[src/rtl/ballot_sender.sv]
// rtl/ballot_sender.sv - ballot transmitter: Finish pulse, then four held digits separated by gaps
module ballot_sender #(
    parameter int HOLD_CYCLES = 1,
    parameter int GAP_CYCLES  = 1
) (
    input  logic        clk_i,
    input  logic        reset_i,
    input  logic        start_i,
    input  logic        cancel_i,
    input  logic [15:0] code_i,
    output logic [3:0]  digit_o,
    output logic        valid_o,
    output logic        finish_o,
    output logic        busy_o,
    output logic        done_o,
    output logic [7:0]  sent_o
);
    typedef enum logic [2:0] {IDLE, FIN, FGAP, HOLD, DGAP, DONE} state_t;

    localparam logic [3:0] HOLD_LAST = 4'(HOLD_CYCLES - 1);
    localparam logic [3:0] GAP_LAST  = 4'(GAP_CYCLES - 1);

    state_t      state_q, state_d;
    logic [1:0]  idx_q, idx_d;
    logic [3:0]  cnt_q, cnt_d;
    logic [15:0] code_q, code_d;
    logic [3:0]  digit_q, digit_d;
    logic        valid_q, valid_d;
    logic        finish_q, finish_d;
    logic        busy_q, busy_d;
    logic        done_q, done_d;
    logic [7:0]  sent_q, sent_d;
    logic [3:0]  nib;

    always_comb begin
        state_d = state_q;
        idx_d   = idx_q;
        cnt_d   = cnt_q;
        code_d  = code_q;
        case (state_q)
            IDLE, DONE: begin
                state_d = IDLE;
                if (start_i && !cancel_i) begin
                    code_d  = code_i;
                    idx_d   = 2'd0;
                    cnt_d   = 4'd0;
                    state_d = FIN;
                end
            end
            FIN: begin
                cnt_d   = 4'd0;
                state_d = FGAP;
            end
            FGAP: begin
                if (cnt_q == GAP_LAST) begin
                    cnt_d   = 4'd0;
                    state_d = HOLD;
                end else begin
                    cnt_d = cnt_q + 4'd1;
                end
            end
            HOLD: begin
                if (cnt_q == HOLD_LAST) begin
                    cnt_d   = 4'd0;
                    state_d = DGAP;
                end else begin
                    cnt_d = cnt_q + 4'd1;
                end
            end
            DGAP: begin
                if (cnt_q == GAP_LAST) begin
                    cnt_d = 4'd0;
                    if (idx_q == 2'd3) begin
                        state_d = DONE;
                    end else begin
                        idx_d   = idx_q + 2'd1;
                        state_d = HOLD;
                    end
                end else begin
                    cnt_d = cnt_q + 4'd1;
                end
            end
            default: state_d = IDLE;
        endcase

        // Cancel only matters mid-ballot; in IDLE/DONE it merely blocks acceptance above.
        if (cancel_i && busy_q) begin
            state_d = IDLE;
            idx_d   = 2'd0;
            cnt_d   = 4'd0;
        end
    end

    always_comb begin
        case (idx_d)
            2'd0:    nib = code_d[15:12];
            2'd1:    nib = code_d[11:8];
            2'd2:    nib = code_d[7:4];
            default: nib = code_d[3:0];
        endcase
    end

    // Outputs are decoded from the next state so they appear registered in the same cycle as the state.
    always_comb begin
        finish_d = (state_d == FIN);
        valid_d  = (state_d == HOLD);
        digit_d  = valid_d ? nib : 4'd0;
        busy_d   = (state_d == FIN) || (state_d == FGAP) || (state_d == HOLD) || (state_d == DGAP);
        done_d   = (state_d == DONE);
        sent_d   = sent_q;
        if (done_d && sent_q != 8'hFF) begin
            sent_d = sent_q + 8'd1;
        end
    end

    always_ff @(posedge clk_i) begin
        if (reset_i) begin
            state_q  <= IDLE;
            idx_q    <= 2'd0;
            cnt_q    <= 4'd0;
            code_q   <= 16'd0;
            digit_q  <= 4'd0;
            valid_q  <= 1'b0;
            finish_q <= 1'b0;
            busy_q   <= 1'b0;
            done_q   <= 1'b0;
            sent_q   <= 8'd0;
        end else begin
            state_q  <= state_d;
            idx_q    <= idx_d;
            cnt_q    <= cnt_d;
            code_q   <= code_d;
            digit_q  <= digit_d;
            valid_q  <= valid_d;
            finish_q <= finish_d;
            busy_q   <= busy_d;
            done_q   <= done_d;
            sent_q   <= sent_d;
        end
    end

    assign digit_o  = digit_q;
    assign valid_o  = valid_q;
    assign finish_o = finish_q;
    assign busy_o   = busy_q;
    assign done_o   = done_q;
    assign sent_o   = sent_q;
endmodule

[config.mk]
export PLATFORM = sky130hd
export DESIGN_NAME = ballot_sender
export DESIGN_NICKNAME = d
export VERILOG_FILES = /design/src/rtl/ballot_sender.sv
export SDC_FILE = /design/constraint.sdc
export NUM_CORES = 1
export LEC_CHECK = 0
export CAP_MARGIN = 40
export CORE_MARGIN = 2
export CORE_UTILIZATION = 35
export CTS_CLUSTER_DIAMETER = 50
export DETAILED_ROUTE_END_ITERATION = 10
export PLACE_DENSITY = 0.59
export RECOVER_POWER = 50
export SKIP_LAST_GASP = 1
export SLEW_MARGIN = 20
export SYNTH_ARGS = -nofsm -noshare
export SYNTH_HDL_FRONTEND = slang
export SYNTH_SLANG_ARGS = --single-unit
[constraint.sdc]
create_clock -name clk_i -period 2.7 [get_ports clk_i]
set_clock_uncertainty 0.2 [all_clocks]
set_input_delay 0.405 -clock clk_i [delete_from_list [all_inputs] [get_ports clk_i]]
set_output_delay 0.405 -clock clk_i [all_outputs]
set_load 0.02 [all_outputs]
### Word level (Yosys, flattened, before mapping)

Cells that the tools add are included.

| cells by class | value |
|---|---|
| reduce and logical (&&, ||, !) cells | 16 |
| add/sub/neg operators | 3 |
| bitwise gates (word level) | 1 |
| eq/ne operators | 15 |
| muxes and demuxes | 18 |

Operator list:

| operator | count |
|---|---|
| $mux 16 | 2 |
| $pmux 4 s3 | 2 |
| $mux 3 | 5 |
| $pmux 3 s5 | 1 |
| $eq 3x2->1 const B | 4 |
| $eq 3x3->1 const B | 4 |
| $add 8x1->8 const B | 1 |
| $mux 2 | 4 |
| $mux 4 | 2 |
| $ne 8x8->1 const B | 1 |
| $eq 3x1->1 const B | 2 |
| $reduce_or 2->1 | 3 |
| $add 4x1->4 const B | 1 |
| $eq 2x2->1 const B | 2 |
| $logic_not 4->1 | 1 |
| $pmux 2 s2 | 1 |
| $logic_and 1x1->1 | 3 |
| $logic_not 3->1 | 1 |
| $logic_or 1x1->1 | 3 |
| $reduce_bool 3->1 | 1 |
| $reduce_or 3->1 | 1 |
| $add 2x1->2 const B | 1 |
| $eq 2x1->1 const B | 1 |
| $logic_not 2->1 | 1 |
| other kinds (5) | 5 |

| word-level totals | value |
|---|---|
| register bits after elaboration | 41 |
| output and inout port bits | 16 |
| logic and storage cells | 63 |

### Depth between registers and ports, before layout

| depth | value |
|---|---|
| word-level depth | 9 |
| depth in mapped cells | 9 |
| mapped depth without buffers | 7 |

### Worst setup path after synthesis

OpenSTA, ideal clock, no wires.

| path | value |
|---|---|
| path type | flip-flop to flip-flop |
| from | register cnt_q[0] |
| to | register sent_q[6], in the netlist sent_o[6] |
| path buffers | 2 |
| period minus slack after synthesis | 2.294 ns |
| path slack | 0.406 ns |
| required time | 2.379 ns |
| data arrival time | 1.974 ns |
| cell stages (with the launch flop) | 10 |
| cells stage by stage | dfxtp_1 > inv_1 > ha_1 > nor3b_4 > buf_6 > a22oi_1 > o211ai_1 > buf_4 > nor4_1 > mux2_2 |

| between the ends | value |
|---|---|
| cells in the longest elaborated chain, start to end | 6 |
| elaborated cells between the ends (all ways) | 8 |
| those cells by class | eq/ne: 1; mux: 5; reduce/logical: 2 |

Ends and longest elaborated chain:

| what | line | text |
|---|---|---|
| start, declared | 25 | `logic [3:0] cnt_q, cnt_d;` |
| start signal, assigned | 131 | `cnt_q <= cnt_d;` |
| $logic_not 4->1 (*) | 55, 63, 71 |  |
| $mux 3, on equally long branches | 71, 55, 63 |  |
| $pmux 3 s5 (*) | 40 | `case (state_q)` |
| $mux 3 (*) | 87 | `if (cancel_i && busy_q) begin` |
| $eq 3x3->1 (*) | 109 | `done_d = (state_d == DONE);` |
| $logic_and 1x1->1 (*) | 111 | `if (done_d && sent_q != 8'hFF) begin` |
| end signal, assigned | 138 | `sent_q <= sent_d;` |
| end, declared | 32 | `logic [7:0] sent_q, sent_d;` |

Every way passes the cells marked *; elsewhere a longest branch is shown, timed or not.
A chain may end at the register's enable or synchronous reset.

### Worst setup path in the final report

| path | value |
|---|---|
| from | register cnt_q[0] |
| to | register sent_q[4], in the netlist sent_o[4] |

Same word-level chain as after synthesis.

==> metrics.txt <==
Post-synth EDFFs 0; wire length per cell around 14 um; Max VDD drop 0.000208 V; Setup Viol. Count Final 0; multiplexer share of the synthesized area about 8.3%; H-tree levels 2; critical path endpoint category flop; Req. time, crit path 2690 ps; endpoints failing hold 0; synth unique cells 56; Die ar. 0.00665 mm^2; post-synth net total 254; Reg-to-Reg Start cnt_q[0]; vias in the first global route 1581; CP peak stage delay 370 ps; post-synthesis simple-gate area fraction approximately 22%; largest family of logic cells by synthesized area simple AND/OR/NAND/NOR gates; Post-Synthesis Cells 231; xor/xnor share of the synthesized area ~2.4%; Leak about 0.0010 uW; reg-to-reg endpoint sent_o[4]; Hold Slack 295 ps; Pwr Total 1260 uW; post-DP HPWL 3.46 mm; register clock-pin slew on the reported worst setup and hold paths 80 ps; # diodes 0; worst hold stages 2; Layout Cells excl Fill 352; clk buf depth 2; slew margin rel. 70.2%; clock buffer count from CTS 5; Mean Syn Cell Area 9.11 um^2; Die X 81.5 um; Cell Rows 28; Main synth FF type dfxtp_1; period utilization 91.8%; fillcell total 567; antenna violations before repair 0; Post-CTS Hold Buffers 0; Crit path top cell by count buf_4; reg2reg setup slack around 220 ps; post-synthesis adder-cell area fraction roughly 1.8%; Detailed Routing Iterations Pass 1 4; RSZ-0062 raised after global routing false; remaining global-route overflow 0; FF-to-FF path depth 9; remaining antenna violation count 0; Synth Area in Compound Gates between 20% and 30%; root buf cell clkbuf_8; Synth Cell Area 0.00210 mm^2; routability cong. 0.758; PortBufs 35; Tot GR Track Use 14.9%; Total Wirelength 4.87 mm; flop and latch count out of synthesis approximately 40; Crit Path Class reg -> reg; crit path max fanout 15; fin worst setup slack 221 ps; Critical Path AT 2470 ps; iteration-0 DRC count of the detailed router 91; total core area just under 0.006 mm^2; dpl cells about 340; Area Growth Syn to Fin 26.9%; Final Critical Period 2480 ps; via count 1830; pre-CTS setup slack -6.70 ps; slowest stage cell, crit path mux2_2; crit path cell chain inv_1 > ha_1 > nor3b_4 > buf_4 > o31a_1 > o211ai_1 > buf_4 > nor4_1 > mux2_2; IO Count 36; asr flop ratio synth 0%; largest net degree at the start of global routing 32; status completed; layout cell share with drive strength beyond 1 15.2%; Max Clk Rate 403 MHz; Remaining DRCs 0; nets between 200 and 300; CTS tree yes; clock insertion delay at the later pin of the skew report 300 ps; # clock sinks 41; yosys warns 0; Hold Startpoint code_q[2]; Buf+Inv Stages, Crit Path 3; Worst Tran Pin Value between 400 and 500 ps; min-delay worst type reg -> reg; Top Family by Delay on Critical Path simple AND/OR/NAND/NOR gates; Worst setup SP type flop; Max Cap Viol 0; initial core utilization a little over a third; routed vias/inst a little over 5; first-pass GRT wire length 7.57 mm; Cell Pwr Density 471 mW/mm^2; Worst Hold Endpoint code_q[2]; Die Span Y 81.5 um; Seq/Total Area, Yosys 39.0%; Slew Limit Fails 0
==> cells in the mapped netlist, types with 3 or more instances <==
library cell  count  area, um^2
nor2b_1           4        25.0
nand2b_1          3        18.8
mux2_2            3        33.8
nand3_1           6        30.0
buf_2             3        15.0
and3_1            6        37.5
a2111oi_1         3        30.0
a31oi_1           6        37.5
o21ai_0           5        25.0
nor2_1           25        93.8
nor4_1            4        25.0
dfxtp_1          41         821
buf_6             4        45.0
o31ai_1           4        30.0
or4_1             4        30.0
nand2_1          16        60.1
nor4b_1           3        26.3
a211oi_1          6        45.0
xnor2_1           4        35.0
a21oi_1          16        80.1
inv_1             8        30.0
clkbuf_1          3        11.3
mux2i_1          14         140
ha_1              3        37.5
==> power by group <==
group | switching (uW) | internal [uW]
combinational | 120 | 93.5
sequential | 17.3 | 626
clock | 223 | 178
total | 360 | 898
==> sequential cells by signal (all words and copies together), names as in the netlist <==
register  count
digit_o       4
sent_o        8
done_o        1
state_q       3
idx_q         2
cnt_q         4
busy_o        1
valid_o       1
finish_o      1
code_q       16
==> worst register-to-register path, stage by stage (launching register included) <==
cell	delay, ps
dfxtp_1	350
inv_1	70
ha_1	170
nor3b_4	310
buf_4	170
o31a_1	100
o211ai_1	100
buf_4	210
nor4_1	330
mux2_2	370
==> per-stage QoR <==
stage / setup TNS, ps / area (um^2) / util, %
2_1_floorplan: 0 / 2100 / -
5_1_grt: 0 / 2670 / 45.7
3_3_place_gp: 0 / 2540 / 43.4
6_report: 0 / 2670 / 45.7
4_1_cts: 0 / 2620 / 44.8
3_5_place_dp: -6.70 / 2540 / 43.4
==> how the worst max path moves through the flow <==
| stage | start | end | slack (ps) | cells after the start |
|---|---|---|---|---|
| after global routing | cnt_q[0] | digit_o[0] | 10 | 8 |
| after detailed placement | cancel_i | digit_o[0] | -7 | 6 |
| final | cnt_q[0] | sent_o[4] | 220 | 9 |
| after floorplan | cnt_q[0] | sent_o[6] | 410 | 9 |
| after CTS | cnt_q[0] | digit_o[0] | 150 | 7 |
| after global placement | cancel_i | sent_o[4] | 70 | 6 |
==> repair_timing <==
action / 4_1_cts / 5_1_grt
buffers inserted: 0 / 4
gates resized for setup: 0 / 1
endpoints found under the setup margin: 0 / 2
==> logic make-up after synthesis <==
kind of cell | count (synthesis)
adders and majority gates | 3
DFF | 41
buffers and inverters | 20
and+or+nand+nor | 86
xor gates and xnor gates | 5
muxes | 17
AOI/OAI and AO/OA | 59
==> cells in the final DEF (no fill, tap or decap), types with 2 or more instances in the layout <==
master	n
a2111oi_1	3
a211oi_1	6
a21oi_1	16
a31oi_1	6
and3_1	6
buf_4	14
clkbuf_8	5
clkdlybuf4s50_1	18
clkinv_2	2
dfxtp_1	41
dlygate4sd3_1	17
ha_1	3
inv_1	8
mux2_2	3
mux2i_1	14
nand2_1	16
nand2b_1	3
nand3_1	6
nor2_1	25
nor2b_1	4
nor4_1	4
nor4b_1	3
o211ai_1	2
o21ai_0	5
o21bai_1	2
o31ai_1	4
or3_1	2
or4_1	4
xnor2_1	4
==> routing by layer <==
metal	track usage, %	part of all wire, %
met5	0	0
met1	21.9	50
met2	20.9	45
met3	3.30	3.4
met4	6.10	1.5
==> area by class of cell <==
| type | instances | area (um^2) | area share (%) |
|---|---|---|---|
| Multi-Input combinational cell | 171 | 1180 | 44.4 |
| Clock buffer | 5 | 68.8 | 2.58 |
| Tap cell | 75 | 93.8 | 3.51 |
| Timing Repair Buffer | 49 | 455 | 17.0 |
| Clock inverter | 3 | 17.5 | 0.656 |
| Sequential cell | 41 | 821 | 30.7 |
| Inverter | 8 | 30.0 | 1.12 |
(Power assumes the default switching activity.)
